File: src/rtl/hazard_stall_ctrl.sv
// Pipeline hazard sequencer: load-use, taken-branch and multi-cycle MDU stall/flush control.
// Latency: outputs are combinational from state and current inputs; state advances each core clock.
// Backpressure: holds PC, IF/ID and ID/EX while an MDU op is outstanding or a load-use bubble is inserted.
module hazard_stall_ctrl #(
  parameter int RA_W    = 5,
  parameter int MDU_LAT = 4,
  parameter int PERF_W  = 16
) (
  input  logic              clk,
  input  logic              rst_n,
  input  logic [RA_W-1:0]   id_rs1,
  input  logic [RA_W-1:0]   id_rs2,
  input  logic              id_use_rs1,
  input  logic              id_use_rs2,
  input  logic              ex_mem_read,
  input  logic [RA_W-1:0]   ex_rd,
  input  logic              ex_br_taken,
  input  logic              ex_md_start,
  input  logic              md_done,
  output logic              pc_hold,
  output logic              ifid_hold,
  output logic              ifid_flush,
  output logic              idex_hold,
  output logic              ctrl_sel,
  output logic              exmem_bubble,
  output logic [PERF_W-1:0] stall_cycles
);

  // md_cnt must hold MDU_LAT-2; keep at least one bit when MDU_LAT==2
  localparam int CNT_W = (MDU_LAT > 2) ? $clog2(MDU_LAT) : 1;
  localparam logic [CNT_W-1:0] CNT_LOAD = CNT_W'(MDU_LAT - 2);
  localparam logic [CNT_W-1:0] CNT_ONE  = CNT_W'(1);

  typedef enum logic {
    RUN     = 1'b0,
    MD_BUSY = 1'b1
  } state_t;

  state_t           state;
  state_t           state_nxt;
  logic [CNT_W-1:0] md_cnt;
  logic [CNT_W-1:0] md_cnt_nxt;
  logic             lu_hz;
  logic             rs1_hit;
  logic             rs2_hit;

  // Load-use hazard: load in EX writes a register that ID reads; x0 never hazards
  assign rs1_hit = id_use_rs1 && (id_rs1 == ex_rd);
  assign rs2_hit = id_use_rs2 && (id_rs2 == ex_rd);
  assign lu_hz   = ex_mem_read && (ex_rd != '0) && (rs1_hit || rs2_hit);

  // State and MDU countdown registers; reset aborts any outstanding MDU wait
  always_ff @(posedge clk or negedge rst_n) begin
    if (!rst_n) begin
      state  <= RUN;
      md_cnt <= '0;
    end else begin
      state  <= state_nxt;
      md_cnt <= md_cnt_nxt;
    end
  end

  // Next-state: a taken branch suppresses an MDU start since EX is the branch itself
  always_comb begin
    state_nxt  = state;
    md_cnt_nxt = md_cnt;
    case (state)
      RUN: begin
        if (!ex_br_taken && ex_md_start) begin
          state_nxt  = MD_BUSY;
          md_cnt_nxt = CNT_LOAD;
        end
      end
      MD_BUSY: begin
        if (md_done || (md_cnt == '0)) begin
          state_nxt  = RUN;
          md_cnt_nxt = '0;
        end else begin
          md_cnt_nxt = md_cnt - CNT_ONE;
        end
      end
      default: begin
        state_nxt  = RUN;
        md_cnt_nxt = '0;
      end
    endcase
  end

  // Output decode; everything forced low while reset is asserted
  always_comb begin
    pc_hold      = 1'b0;
    ifid_hold    = 1'b0;
    ifid_flush   = 1'b0;
    idex_hold    = 1'b0;
    ctrl_sel     = 1'b0;
    exmem_bubble = 1'b0;
    if (rst_n) begin
      case (state)
        RUN: begin
          if (ex_br_taken) begin
            // Squash the wrong-path fetch in IF/ID and the one in ID
            ifid_flush = 1'b1;
            ctrl_sel   = 1'b1;
          end else if (ex_md_start) begin
            // Start cycle already counts as a stall; EX stays put, MEM gets a bubble
            pc_hold      = 1'b1;
            ifid_hold    = 1'b1;
            idex_hold    = 1'b1;
            exmem_bubble = 1'b1;
          end else if (lu_hz) begin
            // One bubble into EX; the load reaches MEM next cycle and forwarding resolves it
            pc_hold   = 1'b1;
            ifid_hold = 1'b1;
            ctrl_sel  = 1'b1;
          end
        end
        MD_BUSY: begin
          // ID/EX is frozen (not bubbled) so the MDU instruction stays in EX
          pc_hold      = 1'b1;
          ifid_hold    = 1'b1;
          idex_hold    = 1'b1;
          exmem_bubble = 1'b1;
        end
        default: ;
      endcase
    end
  end

  // Saturating count of cycles in which the PC was frozen
  always_ff @(posedge clk or negedge rst_n) begin
    if (!rst_n) begin
      stall_cycles <= '0;
    end else if (pc_hold && (stall_cycles != {PERF_W{1'b1}})) begin
      stall_cycles <= stall_cycles + PERF_W'(1);
    end
  end

endmodule

File: config.mk
export PLATFORM = sky130hd
export DESIGN_NAME = hazard_stall_ctrl
export DESIGN_NICKNAME = d
export VERILOG_FILES = /design/src/rtl/hazard_stall_ctrl.sv
export SDC_FILE = /design/constraint.sdc
export NUM_CORES = 1
export LEC_CHECK = 0
export CORE_MARGIN = 8
export CORE_UTILIZATION = 40
export CTS_BUF_LIST = sky130_fd_sc_hd__clkbuf_2 sky130_fd_sc_hd__clkbuf_4 sky130_fd_sc_hd__clkbuf_8
export DETAILED_ROUTE_END_ITERATION = 7
export GPL_TIMING_DRIVEN = 0
export HOLD_SLACK_MARGIN = 0.1
export MAX_ROUTING_LAYER = met4
export PLACE_DENSITY_LB_ADDON = 0.3
export SETUP_SLACK_MARGIN = 0.15
export SYNTH_ARGS = -nofsm -noshare
export SYNTH_HDL_FRONTEND = slang
export SYNTH_SLANG_ARGS = --single-unit
File: constraint.sdc
create_clock -name clk -period 2.1 [get_ports clk]
set_clock_uncertainty 0.1 [all_clocks]
set_input_delay 0.42 -clock clk [delete_from_list [all_inputs] [get_ports clk]]
set_output_delay 0.42 -clock clk [all_outputs]
set_load 0.005 [all_outputs]
==> results.md, run 1 <==
- FP Rows: 19
- Initial antenna violation count: 0
- GP Congestion: 0.867
- Syn Area/Cell: 9.66 sq um
- Iter 0 DRT Violations: 46
- CORE AREA: 2710 sq um
- Commonest non-fill, non-tap cell in the layout: buf_4
- Effective utilization at floorplan: 41.4%
- Clock Sinks: 19
- Yosys reg bits: 19
- Seq/Total Area, Yosys: 42.4%
- Antenna-violating nets left: 0
- Sw Pwr: 470 uW
- Setup tns final: -2.11 ns
- Logic pwr share: 48.5%
- Worst min-delay path category: reg2reg
- Reg-to-reg critical path startpoint: stall_cycles[1]$_DFFE_PN0P_
- Post-route cell area: 2020 sq um
- Fill cells: 197
- Post-synthesis xor/xnor area fraction: 18.8%
- Total Routing Usage GR: 17.3%
- Die width: 68.9 um
- Worst slew margin: 40.8%
- Synth cell types: 30
- DRT Pass-1 Iters: 4
- Unrepaired setup endpoints after global routing: yes
- R2r setup slk: -0.18 ns
- Clock Tree Root: clkbuf_4
- VDD IR-drop max: 0.000576 V
- Final cell count without fillers: 218
- Top Ports: 45
- Slew @ Worst Pin: 0.885 ns
- CP Capture Type: flop
- Endpoints failing setup: 17
- Syn Nets: 141
- Crit. Startpoint: stall_cycles[1]$_DFFE_PN0P_
- Placed cell count: 191
- Pin count of the biggest net entering global routing: 20
- Vias in the first global route: 1233
- Post-layout minimum cycle time: 2.28 ns
- Fin crit share: 109%
- Post-Synth Simple-Gate Area: 24.6%
- Global-route wire length before repair: 6050 um
- Largest family of logic cells by synthesized area: simple AND/OR/NAND/NOR gates
- Final Hold Vio Count: 0
- GRT Residual Overflow: 0
- Routed wire length per instance: 17.6 um
- Placed inst area: 1610 sq um
- Final WS setup: -0.185 ns
- Die Span Y: 68.9 um
- Setup CP Type: reg2reg
- Number of port buffers: 44
- Mux cell area share after synthesis: 1.00%
- CTS tree: done
- Routed wire length: 3830 um
- Ys flop type: dfrtp_1
- ANT cells: 0
- Share of cells above drive strength 1: 40.6%
- Max Root-Sink Buffers: 2
- Max Fclk: 0.438 GHz
- Post-synth EDFFs: 0
- Clock Power Share: 14.4%
- WHS: 0.376 ns
- CTS buffer count: 3
- Most frequent cells in the layout: 20 x buf_4, 19 x clkdlybuf4s50_1, 18 x xor2_1
- Final design utilization: 74.5%
- Number of warnings issued by yosys: 0
- Syn-to-layout area delta: 80.1%
- Vias: 1181
- Compound-Gate Fraction of Synth Area: 6.03%
- Violated checks: setup timing
- CP startpoint kind: flop
- Switch share: 34.5%
- P per Cell Area: 675 nW/um^2
- Post-Synth Adder-Cell Area: 2.23%
- Worst-path clk slew: 0.12 ns
- Worst Min Path Start: md_cnt[0]$_DFFE_PN0N_
- Leak Pwr: 0.991 nW
- DRC Markers: 0
- Final #Nets: 213
- H-tree level count: 1
- Pint: 893 uW
- Worst Path Arrival: 2.39 ns
- Skew-Pair Late Insertion Delay: 0.31 ns
- Post-Syn Area: 1120 sq um
- DIE AREA: 4750 sq um
- Data required, critical path: 2.21 ns
- Outcome: finished, violations left
- Max Slew Vio Count: 0
- FFs w/ async S/R, synth: 100%
- Worst-path fanout max: 5
- Seq pwr share: 37.1%
- # Max-Cap Violations: 0
- Synthesized instance count: 116
- Post-DP HPWL: 2360 um
- Vias per cell: 5.42
==> cell type report <==
cell class / instances / area [sq um] / area share [%]
Buffer: 3 / 33.8 / 1.67
Clock buffer: 3 / 22.5 / 1.12
Clock inverter: 1 / 5.00 / 0.248
Inverter: 7 / 26.3 / 1.30
Multi-Input combinational cell: 87 / 793 / 39.3
Sequential cell: 19 / 479 / 23.7
Tap cell: 31 / 38.8 / 1.92
Timing Repair Buffer: 67 / 621 / 30.7
==> kinds of logic (layout without fill, tap and decap cells) <==
logic type / Yosys count / count (layout)
XOR/XNOR: 24 / 24
multiplexers: 1 / 1
flip-flops: 19 / 19
AND/OR/NAND/NOR: 50 / 50
AO/OA/AOI/OAI: 10 / 10
adder cells (fa/ha/maj): 2 / 2
buffers and inverters: 10 / 81
==> metrics by stage <==
step	setup slack (ns)	power (mW)
detailed placement	-1.33	0.937
floorplan	-0.0488	0.699
finish	-0.185	1.36
CTS	-0.309	1.30
global placement	-1.28	0.915
global route	-0.271	1.44
==> flip-flops by register name, summed over array words and instances, names as in the netlist <==
name          count
stall_cycles     16
md_cnt            2
state             1
==> power by group through the flow <==
stage               sequential [mW]  combinational, mW  clock (mW)
floorplan                     0.518              0.181           0
global placement              0.525              0.390           0
detailed placement            0.532              0.405           0
CTS                           0.498              0.612       0.189
global route                  0.515              0.716       0.209
finish                        0.506              0.660       0.196
==> path summary, 6_finish.rpt <==
kind,endpoint,cells past startpoint
hold reg to reg,md_cnt[0]$_DFFE_PN0N_,1
setup reg to reg,stall_cycles[1]$_DFFE_PN0P_,7
hold / removal,md_cnt[0]$_DFFE_PN0N_,1
setup / recovery,stall_cycles[1]$_DFFE_PN0P_,7
min in group asynchronous,stall_cycles[6]$_DFFE_PN0P_,2
max in group asynchronous,stall_cycles[2]$_DFFE_PN0P_,2
==> worst max-delay path, stage by stage (launching register included) <==
cell     delay (ns)
dfrtp_1        0.43
ha_4           0.16
nand4_1        0.10
or4_4          0.54
nor2b_4        0.14
o21ba_4        0.26
buf_8          0.15
mux2_4         0.30
==> synth_stat cells, types with 2 or more instances <==
| master | number | area share [%] |
|---|---|---|
| nand3_1 | 6 | 2.7 |
| xor2_1 | 19 | 15 |
| nand2_1 | 5 | 1.7 |
| nor2b_1 | 2 | 1.1 |
| and3_1 | 2 | 1.1 |
| inv_1 | 7 | 2.3 |
| or4_1 | 2 | 1.3 |
| a21oi_1 | 3 | 1.3 |
| nor4_1 | 5 | 2.8 |
| nor2_1 | 6 | 2.0 |
| ha_1 | 2 | 2.2 |
| xnor2_1 | 5 | 3.9 |
| buf_4 | 2 | 1.3 |
| nor3_1 | 9 | 4.0 |
| nand4_1 | 4 | 2.2 |
| dfrtp_1 | 19 | 42 |
| or3_1 | 2 | 1.1 |
| o21ai_0 | 4 | 1.8 |
==> what timing repair did <==
action                                  CTS  global route
cloned                                    1             0
hold buffers                              1             0
endpoints found under the hold margin    19             0
buffers inserted                         19             2
pin swaps                                22            19
endpoints found under the setup margin   22            22
resized for setup                       110            17
==> metal layers <==
metal | up-vias | wire, um | track usage, %
li1 | 540 | - | -
met1 | 586 | 1530 | 19.5
met2 | 49 | 1920 | 29.6
met3 | 6 | 322 | 4.36
met4 | 0 | 59 | 5.26
met5 | - | 0 | -
(Power assumes the default switching activity.)
==> inputs of run 2 (changes only) <==
--- a/config.mk
+++ b/config.mk
@@ -5,6 +5,7 @@
 export SDC_FILE = /design/constraint.sdc
 export NUM_CORES = 1
 export LEC_CHECK = 0
+export CAP_MARGIN = 20
 export CORE_MARGIN = 8
 export CORE_UTILIZATION = 40
 export CTS_BUF_LIST = sky130_fd_sc_hd__clkbuf_2 sky130_fd_sc_hd__clkbuf_4 sky130_fd_sc_hd__clkbuf_8
==> results of run 2 <==
No change in the layout: final DEF, timing and power equal those of run 1.
